`src/rtl/uart_pkg.sv`:
```
// uart_pkg: parity encodings, transmitter FSM state type and clocks-per-bit rounding helper
package uart_pkg;
  localparam logic [1:0] PAR_NONE = 2'b00;
  localparam logic [1:0] PAR_EVEN = 2'b01;
  localparam logic [1:0] PAR_ODD  = 2'b10;
  localparam logic [1:0] PAR_RSVD = 2'b11;
  typedef enum logic [2:0] {IDLE, START, DATA, PARITY, STOP} state_t;
  function automatic int calc_div(input int clk_freq, input int baud);
    return (clk_freq + baud / 2) / baud;
  endfunction
endpackage

```
`src/rtl/uart_baud_gen.sv`:
```
// uart_baud_gen: 0..DIV-1 bit-period counter (clk, reset, clear in; one-cycle bit_tick out at DIV-1)
module uart_baud_gen #(
  parameter int DIV = 10
) (
  input  logic clk,
  input  logic reset,
  input  logic clear,
  output logic bit_tick
);
  localparam int CW = $clog2(DIV);
  logic [CW-1:0] cnt_q, cnt_d;
  always_comb begin
    bit_tick = cnt_q == CW'(DIV - 1);
    cnt_d = (clear || bit_tick) ? '0 : cnt_q + 1'b1;
  end
  always_ff @(posedge clk) cnt_q <= reset ? '0 : cnt_d;
endmodule

```
`src/rtl/uart_tx_param.sv`:
```
// uart_tx_param: UART transmitter (clk, reset, tx_valid/tx_data/parity_mode/stop2 in; tx_ready, txd, busy, done out)
module uart_tx_param
  import uart_pkg::*;
#(
  parameter int CLK_FREQ  = 100_000_000,
  parameter int BAUD      = 9600,
  parameter int DATA_BITS = 8
) (
  input  logic                 clk,
  input  logic                 reset,
  input  logic                 tx_valid,
  output logic                 tx_ready,
  input  logic [DATA_BITS-1:0] tx_data,
  input  logic [1:0]           parity_mode,
  input  logic                 stop2,
  output logic                 txd,
  output logic                 busy,
  output logic                 done
);
  localparam int DIV = calc_div(CLK_FREQ, BAUD);
  if (DIV < 2 || DATA_BITS < 5 || DATA_BITS > 9) begin : g_bad_param
    $error("uart_tx_param: DIV must be >= 2 and DATA_BITS within 5..9");
  end
  state_t state_q, state_d;
  logic [DATA_BITS-1:0] shift_q, shift_d;
  logic [3:0] bit_cnt_q, bit_cnt_d;
  logic par_q, par_d, par_en_q, par_en_d, stop2_q, stop2_d, txd_q, txd_d;
  logic bit_tick, accept, last_data, last_stop;
  uart_baud_gen #(.DIV(DIV)) u_baud (
    .clk(clk),
    .reset(reset),
    .clear(state_q == IDLE),
    .bit_tick(bit_tick)
  );
  always_comb begin
    tx_ready = !reset && state_q == IDLE;
    accept = tx_valid && tx_ready;
    last_data = bit_cnt_q == 4'(DATA_BITS - 1);
    last_stop = bit_cnt_q == {3'b000, stop2_q};
    state_d = state_q;
    shift_d = shift_q;
    bit_cnt_d = bit_cnt_q;
    par_d = par_q;
    par_en_d = par_en_q;
    stop2_d = stop2_q;
    if (accept) begin
      state_d = START;
      shift_d = tx_data;
      bit_cnt_d = '0;
      par_d = ^tx_data ^ (parity_mode == PAR_ODD);
      par_en_d = parity_mode != PAR_NONE && parity_mode != PAR_RSVD;
      stop2_d = stop2;
    end else if (bit_tick) begin
      unique case (state_q)
        START: begin
          state_d = DATA;
          bit_cnt_d = '0;
        end
        DATA: begin
          shift_d = shift_q >> 1;
          bit_cnt_d = last_data ? '0 : bit_cnt_q + 1'b1;
          state_d = !last_data ? DATA : par_en_q ? PARITY : STOP;
        end
        PARITY: begin
          state_d = STOP;
          bit_cnt_d = '0;
        end
        STOP: begin
          bit_cnt_d = last_stop ? '0 : bit_cnt_q + 1'b1;
          state_d = last_stop ? IDLE : STOP;
        end
        default: ;
      endcase
    end
    txd_d = state_d == START ? 1'b0 : state_d == DATA ? shift_d[0] : state_d == PARITY ? par_d : 1'b1;
    txd = txd_q;
    busy = state_q != IDLE;
    done = !reset && state_q == STOP && bit_tick && last_stop;
  end
  always_ff @(posedge clk) begin
    if (reset) begin
      state_q <= IDLE;
      shift_q <= '0;
      bit_cnt_q <= '0;
      par_q <= 1'b0;
      par_en_q <= 1'b0;
      stop2_q <= 1'b0;
      txd_q <= 1'b1;
    end else begin
      state_q <= state_d;
      shift_q <= shift_d;
      bit_cnt_q <= bit_cnt_d;
      par_q <= par_d;
      par_en_q <= par_en_d;
      stop2_q <= stop2_d;
      txd_q <= txd_d;
    end
  end
endmodule
```
`config.mk`:
```
export PLATFORM = sky130hd
export DESIGN_NAME = uart_tx_param
export DESIGN_NICKNAME = d
export VERILOG_FILES = /design/src/rtl/uart_pkg.sv /design/src/rtl/uart_baud_gen.sv /design/src/rtl/uart_tx_param.sv
export SDC_FILE = /design/constraint.sdc
export NUM_CORES = 1
export LEC_CHECK = 0
export CAP_MARGIN = 20
export CORE_UTILIZATION = 45
export CTS_BUF_LIST = sky130_fd_sc_hd__clkbuf_8
export DETAILED_ROUTE_END_ITERATION = 10
export GPL_TIMING_DRIVEN = 0
export PLACE_DENSITY = 0.64
export SYNTH_ARGS = -nofsm -noshare
export SYNTH_HDL_FRONTEND = slang
export SYNTH_HIERARCHICAL = 1
export SYNTH_SLANG_ARGS = --single-unit
```
`constraint.sdc`:
```
create_clock -name clk -period 2.7 [get_ports clk]
set_input_delay 0.405 -clock clk [delete_from_list [all_inputs] [get_ports clk]]
set_output_delay 0.405 -clock clk [all_outputs]
set_load 0.02 [all_outputs]
```
==> out/results.txt, run 1 <==
clk slew on worst S/H paths: 0.06 ns
register bit total from synthesis: 33
drt drc: 0
CTS tree: built
Peak VDD IR: 0.2897 mV
Area Overhead vs Synth: 20.25%
Hold Path Class: flop to flop
Critical Path Fanout Max: 5
Routability Congestion: 0.7881
count leader, synth: dfxtp_1
die footprint: 0.004209 sq mm
Worst Skew: 0.003860 ns
Slew Limit Fails: 0
cell mode on critical path: buf_4
sw frac: 24.14%
Psw: 237.3 uW
htree depth: 2
TritonCTS Buffers: 5
final wirelength: 3.652 mm
initial drt markers: 106
Max Cap Viol: 0
crit-path max cell delay: 0.56 ns
drt first pass iters: 4
nets: 240
pin count of the biggest net entering global routing: 11
share of cells above drive strength 1: 15.84%
Initial Utilization: 47.88%
kind of critical path: flop to flop
non-filler cells, final: 269
P per Cell Area: 459.5 mW/mm^2
Clock Latency Late Sink: 0.28 ns
GR Util All Layers: 19.44%
Async SR Flop Fraction: 0%
vias in the first global route: 1,421
syn avg cell area: 9.078 sq um
vias per cell: 5.457
register area share after synthesis: 37.13%
largest cells by area after synthesis: dfxtp_1, nor2_1, xnor2_1
sequential power share: 52.3%
# diodes: 0
ANT nets after route: 0
initial antenna violation count: 0
# hold bufs at CTS: 0
Unique masters post-synth: 48
Die W: 64.88 um
EDFF count, synth: 0
global-route wire length before repair: 6.244 mm
logic gate share of total power: 14.2%
post-layout min period: 2.624 ns
synth warn: 6
Clk network pwr share: 33.6%
period utilisation layout: 97.18%
startpoint types: flop
area leader, netlist: dfxtp_1
Worst slew margin: 64.53%
Cell Chain, Critical Path: or4b_4, nor4_4, buf_4, nor4bb_1, buf_4, nor4b_4, nor3b_1, nor3b_2, a211oi_2
Req. time, crit path: 2.86 ns
# setup viols final: 0
synth cell count leaders: dfxtp_1, nor2_1, nand2_1, xnor2_1, inv_1
port bufs: 17
Worst-Margin Slew: 0.5288 ns
Final WS setup: 0.07626 ns
Fin Setup TNS: 0 ns
Post-Synthesis Cells: 196
HPWL Detailed: 2.692 mm
Pleak: 0.0007458 uW
Internal: 745.7 uW
syn nets: 214
worst path arrival time: 2.78 ns
Post-synth top flop: dfxtp_1
CTS sink cnt: 33
CP Capture Type: flop
wire per inst: 13.58 um
Mapped Area: 0.001779 sq mm
final instance area: 0.002140 sq mm
status: completed
top cell type's share of synthesized area: 37.13%
Remaining Overflow, GRT: 0
IO Pins: 18
root buffer cell: clkbuf_8
RSZ-0062 raised after global routing: yes
Placed Area: 0.002009 sq mm
Die Span Y: 64.88 um
Max Buffers Root-to-Sink: 2
slowest CP cell: or4b_4
final hold vios: 0
core area: 0.003716 sq mm
Max Fclk: 381.1 MHz
row cnt: 22
Via Count: 1,468
Placement Setup Slack: -0.4090 ns
placed insts: 261
[critical path, delay by kind of cell (launching register included)]
family	cells	cell delay [ns]
and+or+nand+nor	6	1.72
AOI/OAI and AO/OA	1	0.05
DFF	1	0.35
buffers and inverters	2	0.38
[power groups by stage]
| stage | combinational (uW) | clock, uW | sequential (uW) |
|---|---|---|---|
| after global placement | 135 | 0 | 522 |
| final | 139 | 330 | 514 |
| after CTS | 138 | 343 | 512 |
| after global routing | 153 | 363 | 515 |
| after detailed placement | 137 | 0 | 523 |
| after floorplan | 86.0 | 0 | 523 |
[layer usage]
metal	track usage [%]	vias up	wire, um
met4	9.167	0	77
met1	22.41	694	1550
li1	-	733	-
met5	0	-	0
met2	33.33	32	1898
met3	4.754	9	126
[flip-flops by register name (all words and copies together), names as in the netlist]
register	cells
bit_cnt_q	4
stop2_q	1
txd	1
shift_q	8
par_q	1
u_baud/cnt_q	14
par_en_q	1
state_q	3
[cells by family after synthesis]
kind of cell / Yosys count / share of synthesized area (%)
adders and majority gates: 4 / 2.813
buffers and inverters: 19 / 6.258
and+or+nand+nor: 88 / 28.97
muxes: 9 / 5.063
AOI/OAI and AO/OA: 23 / 9.142
xor gates and xnor gates: 20 / 10.62
DFF: 33 / 37.13
[area by class of cell]
class | count | area [sq um]
fill | 358 | 1577
multi-input combinational | 144 | 1052
sequential | 33 | 660.6
timing repair buffer | 19 | 180.2
buffer | 8 | 71.32
clock buffer | 5 | 68.82
tap | 48 | 60.06
inverter | 11 | 41.29
clock inverter | 1 | 5.005
[cells in the final DEF (no fill, tap or decap), types with 2 or more instances in the layout]
master	netlist	layout
a211oi_1	9	9
a21oi_1	3	3
a31oi_1	2	2
buf_2	1	2
buf_4	2	4
buf_6	2	2
clkbuf_8	0	5
clkdlybuf4s50_1	0	16
dfxtp_1	33	33
ha_1	4	4
inv_1	10	9
inv_2	1	2
mux2i_1	9	8
nand2_1	12	12
nand2b_1	2	2
nand3_1	7	7
nand3b_1	2	2
nand4_1	3	3
nor2_1	30	30
nor2_2	2	2
nor3_1	6	5
nor3b_1	4	3
nor4bb_1	2	2
o21ai_0	2	2
o21bai_1	2	2
or3_1	2	2
xnor2_1	12	12
xor2_1	7	7
[final timing paths]
| path | from | to | slack (ns) | cells after the start |
|---|---|---|---|---|
| setup / recovery | u_baud/cnt_q[2]$_SDFF_PP0_ | txd$_SDFF_PP1_ | 0.08 | 9 |
| hold / removal | shift_q[7]$_SDFFE_PP0P_ | shift_q[7]$_SDFFE_PP0P_ | 0.49 | 2 |
| setup reg to reg | u_baud/cnt_q[2]$_SDFF_PP0_ | txd$_SDFF_PP1_ | 0.08 | 9 |
| hold reg to reg | shift_q[7]$_SDFFE_PP0P_ | shift_q[7]$_SDFFE_PP0P_ | 0.49 | 2 |
[repair_timing]
item,4_1_cts,5_1_grt
pin swaps,1,1
setup buffers,2,0
gates cloned,0,0
setup endpoints to repair,2,3
resized for setup,7,9
[stage by stage]
stage,utilization (%),hold WS [ns],power [uW]
6_report,57.58,0.4851,983.0
5_1_grt,57.58,0.5023,1032
4_1_cts,56.67,0.4850,992.9
3_5_place_dp,54.07,0.4754,659.7
3_3_place_gp,54.07,0.4634,657.2
2_1_floorplan,-,0.4464,609.2
(Power assumes the default switching activity.)
==> run 2, diff against run 1 <==
--- a/config.mk
+++ b/config.mk
@@ -10,7 +10,9 @@
 export CTS_BUF_LIST = sky130_fd_sc_hd__clkbuf_8
 export DETAILED_ROUTE_END_ITERATION = 10
 export GPL_TIMING_DRIVEN = 0
+export MAX_ROUTING_LAYER = met4
 export PLACE_DENSITY = 0.64
+export SKIP_LAST_GASP = 1
 export SYNTH_ARGS = -nofsm -noshare
 export SYNTH_HDL_FRONTEND = slang
 export SYNTH_HIERARCHICAL = 1
==> run 2 against run 1 <==
Effect of this change:
- flip-flop and latch count unchanged
- maximum frequency up 0.14%
- clock power about the same
- utilization unchanged
- non-clock buffer count unchanged
- critical path depth unchanged
- clock-buffer cell count unchanged
- final cell count unchanged
- global-route usage up 0.57 points
- cell area unchanged
- register-to-register slack about the same
- combinational power about the same
- largest cell class unchanged
- highest routed layer unchanged
==> out/results.txt, run 2 (synthesis gave the netlist of run 1 again) <==
share of cells above drive strength 1: 15.84%
r2r startpoint: u_baud/cnt_q[2]$_SDFF_PP0_
post-layout util: 57.58%
Placement Setup Slack: -0.4090 ns
nets: 240
GR Util All Layers: 20.01%
crit-path max cell delay: 0.56 ns
non-filler cells, final: 269
RSZ-0062 raised after global routing: yes
final hold vios: 0
CP Launch Point: u_baud/cnt_q[2]$_SDFF_PP0_
CTS sink cnt: 33
# setup viols final: 0
IO Pins: 18
vias per cell: 5.450
Largest register FFs: 14
Reg2Reg Depth: 9
Worst Skew: 0.003550 ns
Tot Pwr: 980.4 uW
row cnt: 22
drt drc: 0
Worst-Margin Slew: 0.5302 ns
cell mode on critical path: buf_4
Hold Crit Depth: 2
commonest non-fill, non-tap cell in the layout: dfxtp_1
pin count of the biggest net entering global routing: 11
worst path arrival time: 2.78 ns
status: completed
root buffer cell: clkbuf_8
HPWL Detailed: 2.692 mm
Hold Path Class: flop to flop
drt first pass iters: 4
placed insts: 261
Max Buffers Root-to-Sink: 2
die footprint: 0.004209 sq mm
hold path start: shift_q[7]$_SDFFE_PP0P_
Area Overhead vs Synth: 20.25%
Critical Path Fanout Max: 5
Peak VDD IR: 0.2873 mV
Die W: 64.88 um
# diodes: 0
wire per inst: 13.50 um
# hold bufs at CTS: 0
commonest cells after routing, fill and taps aside: dfxtp_1, nor2_1, clkdlybuf4s50_1
kind of critical path: flop to flop
Cell Chain, Critical Path: or4b_4, nor4_4, buf_4, nor4bb_1, buf_4, nor4b_4, nor3b_1, nor3b_2, a211oi_2
initial drt markers: 102
Slew Limit Fails: 0
P per Cell Area: 458.2 mW/mm^2
CTS tree: built
Biggest register: u_baud/cnt_q
clk slew on worst S/H paths: 0.06 ns
Remaining Overflow, GRT: 0
Die Span Y: 64.88 um
core area: 0.003716 sq mm
ANT nets after route: 0
port bufs: 17
Worst slew margin: 64.44%
CP Capture Type: flop
htree depth: 2
initial antenna violation count: 0
Initial Utilization: 47.88%
Req. time, crit path: 2.86 ns
post-layout min period: 2.620 ns
Max Cap Viol: 0
Pleak: 0.0007458 uW
vias in the first global route: 1,419
slowest CP cell: or4b_4
Hold WS: 0.4846 ns
period utilisation layout: 97.04%
largest registers: u_baud/cnt_q (14), shift_q (8), bit_cnt_q (4)
Routability Congestion: 0.7992
Max Fclk: 381.7 MHz
Final WS setup: 0.07981 ns
global-route wire length before repair: 6.251 mm
final wirelength: 3.632 mm
startpoint types: flop
Via Count: 1,466
TritonCTS Buffers: 5
Clock Latency Late Sink: 0.28 ns
==> run 2: cell counts in the layout (fill, tap and decap cells not counted) <==
No cell type changed its count.
==> run 2: what timing repair did <==
| action | 4_1_cts | 5_1_grt |
|---|---|---|
| gates resized for setup | 7 | 9 |
| setup endpoints to repair | 2 | 3 |
| hold endpoints to repair | 0 | 0 |
| gates cloned | 0 | 0 |
| buffers inserted | 2 | 0 |
| pin swaps | 1 | 1 |
==> run 2: path summary, 6_finish.rpt <==
path	to	slack (ns)
worst max-delay path	txd$_SDFF_PP1_	0.08
worst min register to register	shift_q[7]$_SDFFE_PP0P_	0.48
worst max register to register	txd$_SDFF_PP1_	0.08
worst min-delay path	shift_q[7]$_SDFFE_PP0P_	0.48
==> run 2: through the flow <==
stage                     area [sq um]  TNS [ns]
after CTS                         2106         0
after global routing              2140  -0.02878
after floorplan                   1779         0
final                             2140         0
after detailed placement          2009   -0.5561
after global placement            2009   -0.5132
==> run 2: worst max-delay path: cells and delay by family, from the launching register on <==
kind / cells / cell delay [ns]
AO/OA/AOI/OAI: 1 / 0.05
buffers and inverters: 2 / 0.38
AND/OR/NAND/NOR: 6 / 1.71
flip-flops: 1 / 0.35
==> run 2: final cells by class <==
type	instances	area (sq um)
plain buffers	8	71.32
clock buffers	5	68.82
clock inverters	1	5.005
fillers	358	1577
inverters	11	41.29
multi-input cells	144	1052
flip-flops and latches	33	660.6
well taps	48	60.06
repair buffers	19	180.2
==> run 2: power breakdown <==
group / internal, uW / switching [uW] / total [uW]
Clock: 169 / 158 / 327
Sequential: 504 / 10.0 / 514
Combinational: 72.9 / 66.3 / 139
Total: 746 / 235 / 980
==> run 2: per-layer routing <==
layer | share of wire (%) | wire [um] | GRT usage, %
met1 | 42 | 1535 | 22.52
met2 | 52 | 1878 | 33.33
met3 | 4.0 | 146 | 4.754
met4 | 2.0 | 72 | 9.167
met5 | 0 | 0 | -
